==> src/rtl/regfile_write_decoder.sv <==
`default_nettype none
// ============================================================================
//  Module   : regfile_write_decoder
//  Purpose  : Register-file write-row decoder. Turns a valid address request
//             into a registered one-hot row select, flags out-of-range
//             addresses, and can optionally sweep every row in ascending order.
//  Options  : DEC_SWEEP_EN - when defined, adds the IDLE/SWEEP state machine
//             and its row counter. When undefined, sweep_start is ignored,
//             busy is 0 and req_ready is 1.
//  Revision : 1.0 - initial release
// ============================================================================
module regfile_write_decoder #(
    parameter int ADDR_W  = 3,
    parameter int NUM_OUT = 8
) (
    input  logic               clk,
    input  logic               rst_n,
    input  logic               en,
    input  logic [ADDR_W-1:0]  addr,
    input  logic               req_valid,
    output logic               req_ready,
    input  logic               sweep_start,
    output logic [NUM_OUT-1:0] dout,
    output logic               dout_valid,
    output logic               busy,
    output logic               addr_err
);

    // One extra bit so that NUM_OUT == 2**ADDR_W is representable.
    localparam logic [ADDR_W:0]  c_num_out = (ADDR_W + 1)'(NUM_OUT);
    localparam logic [NUM_OUT-1:0] c_one   = NUM_OUT'(1);

    logic [NUM_OUT-1:0] dout_q,       dout_d;
    logic               dout_valid_q, dout_valid_d;
    logic               addr_err_q,   addr_err_d;

    logic w_addr_in_range;
    logic w_accept;

    assign w_addr_in_range = ({1'b0, addr} < c_num_out);
    assign w_accept        = req_valid && req_ready;

`ifdef DEC_SWEEP_EN
    // Counter carries one spare bit so it can reach NUM_OUT without wrapping.
    localparam int c_cnt_w = $clog2(NUM_OUT) + 1;
    localparam logic [c_cnt_w-1:0] c_cnt_one  = c_cnt_w'(1);
    localparam logic [c_cnt_w-1:0] c_cnt_last = c_cnt_w'(NUM_OUT - 1);

    typedef enum logic [0:0] {
        IDLE  = 1'b0,
        SWEEP = 1'b1
    } state_t;

    state_t             state_q, state_d;
    logic [c_cnt_w-1:0] cnt_q,   cnt_d;

    // A sweep request in IDLE outranks a plain decode request.
    assign req_ready = (state_q == IDLE) && !(sweep_start && en);
    assign busy      = (state_q == SWEEP);
`else
    // Sweep hardware is absent; the port stays so the interface is fixed.
    logic w_unused_sweep;
    assign w_unused_sweep = sweep_start;
    assign req_ready      = 1'b1;
    assign busy           = 1'b0;
`endif

    // Next-state: selects default to zero so every select lasts one cycle.
    always_comb begin
        dout_d       = '0;
        dout_valid_d = 1'b0;
        addr_err_d   = 1'b0;

        // Plain decode path; disabled requests are consumed silently.
        if (w_accept && en) begin
            if (w_addr_in_range) begin
                dout_d       = c_one << addr;
                dout_valid_d = 1'b1;
            end else begin
                addr_err_d   = 1'b1;
            end
        end

`ifdef DEC_SWEEP_EN
        state_d = state_q;
        cnt_d   = cnt_q;

        // Sweep path never overlaps an accepted request (req_ready is low).
        if (state_q == SWEEP) begin
            if (!en) begin
                state_d = IDLE;
            end else begin
                dout_d       = c_one << cnt_q;
                dout_valid_d = 1'b1;
                cnt_d        = cnt_q + c_cnt_one;
                if (cnt_q == c_cnt_last) begin
                    state_d = IDLE;
                end
            end
        end else if (sweep_start && en) begin
            dout_d       = c_one;
            dout_valid_d = 1'b1;
            cnt_d        = c_cnt_one;
            state_d      = SWEEP;
        end
`endif
    end

    // State and output registers; reset clears everything without a clock.
    always_ff @(posedge clk or negedge rst_n) begin
        if (!rst_n) begin
            dout_q       <= '0;
            dout_valid_q <= 1'b0;
            addr_err_q   <= 1'b0;
`ifdef DEC_SWEEP_EN
            state_q      <= IDLE;
            cnt_q        <= '0;
`endif
        end else begin
            dout_q       <= dout_d;
            dout_valid_q <= dout_valid_d;
            addr_err_q   <= addr_err_d;
`ifdef DEC_SWEEP_EN
            state_q      <= state_d;
            cnt_q        <= cnt_d;
`endif
        end
    end

    assign dout       = dout_q;
    assign dout_valid = dout_valid_q;
    assign addr_err   = addr_err_q;

endmodule
`default_nettype wire

==> config.mk <==
export PLATFORM = sky130hd
export DESIGN_NAME = regfile_write_decoder
export DESIGN_NICKNAME = d
export VERILOG_FILES = /design/src/rtl/regfile_write_decoder.sv
export SDC_FILE = /design/constraint.sdc
export NUM_CORES = 1
export LEC_CHECK = 0
export ABC_AREA = 1
export CAP_MARGIN = 10
export CORE_AREA = 2 2 39 41
export CTS_CLUSTER_DIAMETER = 100
export CTS_CLUSTER_SIZE = 16
export DETAILED_ROUTE_END_ITERATION = 10
export DIE_AREA = 0 0 41 43
export PLACE_DENSITY = 0.66
export SETUP_SLACK_MARGIN = 0.05
export SYNTH_ARGS = -nofsm -noshare
export SYNTH_HDL_FRONTEND = slang
export SYNTH_SLANG_ARGS = --single-unit
==> constraint.sdc <==
create_clock -name clk -period 0.9 [get_ports clk]
set_clock_uncertainty 0.05 [all_clocks]
set_input_delay 0.225 -clock clk [delete_from_list [all_inputs] [get_ports clk]]
set_output_delay 0.225 -clock clk [all_outputs]
set_load 0.02 [all_outputs]
==> impl_metrics.json, run 1 <==
{
  "cp_top_family": "flip-flops",
  "startpoint_type": "flip-flop",
  "rsz0062_at_grt": "true",
  "htree_levels": 1,
  "dp_cells": 63,
  "fin_crit_sh": 1.16,
  "fin_cells": 67,
  "dp_hpwl_um": 434,
  "synth_top_area_frac": 0.684,
  "crit_path_start": "dout[3]",
  "ys_seq_area_frac": 0.684,
  "syn_area_per_cell_um2": 9.97,
  "mostFrequentLayoutCells": "dfrtp_1, buf_6, nor2_1, nand2_1, dlymetal6s2s_1",
  "routed-via-count": 252,
  "ir_drop_mv": 0.538,
  "port_buffers": 15,
  "antenna_found_initial": 0,
  "clkPwrFrac": 0.366,
  "nets": 60,
  "crit_cells": 1,
  "postRouteWirelength_um": 575,
  "pwr-share-seq": 0.500,
  "clock_path_buffers": 2,
  "p_comb_frac": 0.134,
  "drc_errors": 0,
  "swShare": 0.239,
  "min_path_type": "in2reg",
  "grt_pass1_vias": 264,
  "grt_pass1_wl_um": 938,
  "switchingPower_mw": 0.199,
  "ant_nets": 0,
  "cts_hold_buf": 0,
  "groute.usage.overall": 0.0855,
  "io_pins": 20,
  "cts_root_buf": "clkbuf_4",
  "max_freq_mhz": 957,
  "setup_ws_ns": -0.145,
  "drv_slew": 0,
  "crit_arrival_ns": 0.77,
  "critical_path_buf_inv_count": 1,
  "wl_per_cell_um": 8.58,
  "start_util": 0.238,
  "overflow": 0,
  "die_x_um": 41,
  "drt_pass1_iterations": 2,
  "maxCapViolations": 0,
  "cp_max_fo": 1,
  "syn_to_final_growth_pct": 73.0,
  "crit_end": "dout[3]",
  "cts_tree": "done",
  "coreArea_um2": 1380,
  "setup_viol": 9,
  "hold_viol": 0,
  "grt_max_degree": 10,
  "max_stage_delay_ns": 0.38,
  "die-area_um2": 1760,
  "period_minus_slack_ns": 1.04,
  "yosys_register_bits": 9,
  "violations": "negative setup slack",
  "syn_inst": 33,
  "viasPerCell": 3.76,
  "syn_area_um2": 329,
  "outcome": "complete, but fails checks",
  "cp_cell_sequence": "buf_6",
  "cts.sinks": 9,
  "p_int_mw": 0.634,
  "synth_area_leader_cell": "dfrtp_1",
  "power.total_mw": 0.833,
  "routabilityCongestion": 0.654,
  "worstPathRequired_ns": 0.62,
  "clk_pin_slew_worst_paths_ns": 0.06,
  "rows": 14,
  "first_iter_violations": 1,
  "drive_gt1_frac": 0.353,
  "synth_warnings": 0,
  "utilization": 0.411,
  "setup.worst_path.end_class": "primary output",
  "chipHeight_um": 43,
  "critical_path_class": "reg2out",
  "numCtsBuffers": 3,
  "n_antenna_cell": 0,
  "synth_cell_types": 7,
  "cp_slowest_cell": "dfrtp_1",
  "power_density_nw_per_um2": 1460,
  "netlist_top_cells_area": "dfrtp_1, nor2_1, buf_4, nand2_1, inv_1",
  "leakagePower_nw": 0.324,
  "fillers": 150
}
-- routing by layer --
layer	global-route usage	part of all wire
met4	0.0800	0.042
met1	0.0940	0.37
met3	0.0314	0.13
met5	0	0
met2	0.119	0.47
-- what timing repair did --
item                                    4_1_cts  5_1_grt
endpoints found under the setup margin       17       17
endpoints found under the hold margin         0        0
setup buffers                                 0        0
pin swaps                                     2        2
resized for setup                            57        8
-- power by group through the flow --
| stage | sequential (mW) | combinational, mW | clock [mW] |
|---|---|---|---|
| after detailed placement | 0.422 | 0.106 | 0 |
| after global placement | 0.422 | 0.105 | 0 |
| after global routing | 0.417 | 0.124 | 0.329 |
| after CTS | 0.416 | 0.109 | 0.318 |
| after floorplan | 0.433 | 0.0374 | 0 |
| final | 0.416 | 0.112 | 0.305 |
-- cells in the mapped netlist --
master	number
inv_1	4
conb_1	2
dfrtp_1	9
nand3_1	2
nand2_1	5
nor2_1	8
buf_4	3
-- metrics by stage --
step | worst slack [ns] | setup TNS, ns | hold WS, ns | instance area [um2]
3_5_place_dp | -0.281 | -4.39 | 0.510 | 500
3_3_place_gp | -0.284 | -4.21 | 0.511 | 500
2_1_floorplan | 0.209 | 0 | -0.121 | 333
4_1_cts | -0.156 | -1.27 | 0.237 | 547
6_report | -0.145 | -1.18 | 0.223 | 569
5_1_grt | -0.160 | -1.37 | 0.246 | 569
-- worst min path at each step --
stage                      from    endpoint  depth (start not counted)
after floorplan           rst_n     dout[0]                          0
after global placement    rst_n     dout[3]                          2
after detailed placement  rst_n     dout[7]                          2
after CTS                 rst_n     dout[7]                          2
after global routing      rst_n  dout_valid                          2
final                        en  dout_valid                          3
-- cell type report --
class                           count  area (um2)  area share
Multi-Input combinational cell     18        92.6       0.163
Inverter                            4        15.0      0.0264
Clock buffer                        4        26.3      0.0462
Sequential cell                     9         225       0.396
Tap cell                           16        20.0      0.0352
Timing Repair Buffer               16         190       0.334
-- sequential cells by signal (all words and copies together) (netlist names) --
signal / count
dout: 8
dout_valid: 1
-- kinds of logic (layout without fill, tap and decap cells) --
logic type | after synthesis | count (layout) | synth area share
buf+inv | 7 | 24 | 0.114
simple gates | 15 | 15 | 0.179
other cells | 2 | 3 | 0.0228
flops | 9 | 9 | 0.684
(Power assumes the default switching activity.)
==> inputs of run 2 (changes only) <==
- ABC_AREA: 1 -> default
- ABC_CLOCK_PERIOD_IN_PS: default -> 900
- PLACE_DENSITY: 0.66 -> 0.67
- TNS_END_PERCENT: default -> 10
==> run 2 against run 1 <==
The flow still finishes with violations (negative setup slack). Maximum frequency up 1.8%. Count of clock-buffer cells in the layout did not move. Via count down 4.4%. Synthesized cell count shrank 15%. Critical endpoint is now dout[4]. Total power is 3.1% lower. Area after synthesis rose by 1.1%. Worst hold slack improved by 0.027 ns.
==> impl_metrics.json, run 2 <==
{
  "outcome": "complete, but fails checks",
  "violations": "negative setup slack",
  "setup_ws_ns": -0.126,
  "final_area_um2": 537,
  "startpoint_type": "flip-flop",
  "drive_gt1_frac": 0.340,
  "yosys_register_bits": 9,
  "port_buffers": 15,
  "power_density_nw_per_um2": 1500,
  "die-area_um2": 1760,
  "syn_to_final_growth_pct": 61.3,
  "dp_hpwl_um": 410,
  "overflow": 0,
  "fin_cells": 63,
  "routed-via-count": 241,
  "worstPathRequired_ns": 0.62,
  "max_freq_mhz": 975,
  "period_minus_slack_ns": 1.03,
  "ys_seq_area_frac": 0.677,
  "coreArea_um2": 1380,
  "die_x_um": 41,
  "holdWs_ns": 0.250,
  "cts_hold_buf": 0,
  "post-cts-setup-buffers": 0,
  "drc_errors": 0,
  "io_pins": 20,
  "drv_slew": 0,
  "mostFrequentLayoutCells": "dfrtp_1, buf_6, nor2_1, dlygate4sd2_1",
  "postRouteWirelength_um": 503,
  "netlist_top_cells_area": "dfrtp_1, buf_4, nor2_1, nor3_2, nand2b_1",
  "place_area_um2": 512,
  "synth_area_leader_cell": "dfrtp_1",
  "cts_root_buf": "clkbuf_4",
  "chipHeight_um": 43,
  "critical_path_class": "reg2out",
  "rows": 14,
  "grt_pass1_vias": 241,
  "grt_max_degree": 10,
  "critical_path_buf_inv_count": 1,
  "synth_commonest_cells": "dfrtp_1, nor2_1, buf_4",
  "setup_viol": 9,
  "synth_edf_count": 0,
  "min_path_type": "in2async",
  "hold_viol": 0,
  "largest_register_ffs": 8,
  "cts.sinks": 9,
  "setup.worst_path.end_class": "primary output",
  "syn_inst": 28,
  "maxCapViolations": 0,
  "ir_drop_mv": 0.470,
  "synth_ff_type": "dfrtp_1",
  "start_util": 0.241,
  "crit_arrival_ns": 0.75,
  "clock_path_buffers": 2,
  "syn_area_per_cell_um2": 11.9,
  "synth_top_area_frac": 0.677,
  "antenna_found_initial": 0,
  "synth.most_common_cell": "dfrtp_1",
  "cts_tree": "done",
  "drt_pass1_iterations": 2,
  "groute.usage.overall": 0.0802,
  "grt_pass1_wl_um": 869,
  "synth_cell_types": 10,
  "ant_nets": 0,
  "routabilityCongestion": 0.638,
  "viasPerCell": 3.83,
  "dp_cells": 59,
  "max_stage_delay_ns": 0.37,
  "wl_per_cell_um": 7.98,
  "cp_slowest_cell": "dfrtp_1",
  "cp_max_fo": 1,
  "htree_levels": 1,
  "numCtsBuffers": 3,
  "cp_cell_sequence": "buf_6",
  "fin_crit_sh": 1.14,
  "rsz0062_at_grt": "true",
  "nets": 56,
  "mostFrequentLayoutCell": "dfrtp_1",
  "async_flop_share": 1.00,
  "synth_warnings": 0,
  "clk_pin_slew_worst_paths_ns": 0.06,
  "leakagePower_nw": 0.271,
  "first_iter_violations": 2,
  "syn_area_um2": 333,
  "n_antenna_cell": 0,
  "cp_top_family": "flip-flops"
}
run 2: cell types whose count changed after synthesis, sizes merged:
cell,previous run,this run
inv,4,0
nand3b,0,1
nand2,5,1
and2,0,1
nand2b,0,2
nor2,8,6
nor3,0,2
nand3,2,1
run 2: report_power, final:
| group | internal (mW) | total, mW | leakage, nW | switching [mW] |
|---|---|---|---|---|
| clock | 0.169 | 0.289 | 0.0150 | 0.120 |
| sequential | 0.413 | 0.416 | 0.124 | 0.00337 |
| combinational | 0.0476 | 0.101 | 0.133 | 0.0535 |
| total | 0.630 | 0.807 | 0.271 | 0.177 |
run 2: repair_timing:
action,in CTS,in global routing
gates resized for setup,51,6
setup endpoints to repair,17,9
pin swaps,2,0
endpoints found under the hold margin,0,0
run 2: kinds of logic after synthesis:
family	after synthesis	synth area share
and+or+nand+nor	14	0.233
other	2	0.0226
DFF	9	0.677
buffers and inverters	3	0.0677
run 2: metal layers:
metal,GRT usage,wire length (um),vias to the layer above
met3,0.0471,57,0
met2,0.106,249,14
met4,0.0800,0,0
met5,0,0,-
li1,-,-,120
met1,0.0800,196,107
run 2: worst paths after layout:
| check | start | end | slack (ns) | depth (start not counted) |
|---|---|---|---|---|
| max | dout[4] | dout[4] | -0.13 | 1 |
| min | rst_n | dout[7] | 0.25 | 2 |
| max in group asynchronous | rst_n | dout[0] | 0.45 | 2 |
| min in group clk | en | dout_valid | 0.31 | 2 |
run 2: area by class of cell:
| class | count | area (um2) |
|---|---|---|
| fillers | 154 | 847 |
| repair buffers | 17 | 176 |
| multi-input cells | 17 | 88.8 |
| flip-flops and latches | 9 | 225 |
| clock buffers | 4 | 26.3 |
| well taps | 16 | 20.0 |
run 2: through the flow:
step	setup WS (ns)	util	power, mW	TNS [ns]
floorplan	0.209	-	0.469	0
global placement	-0.278	0.370	0.530	-4.49
detailed placement	-0.278	0.370	0.532	-4.63
CTS	-0.137	0.374	0.817	-1.20
global route	-0.165	0.388	0.860	-1.42
finish	-0.126	0.388	0.807	-1.10
==> inputs of run 3 (changes only) <==
- CTS_CLUSTER_SIZE: 16 -> 20
==> results of run 3 <==
No change in the layout: final DEF, timing and power equal those of run 2.
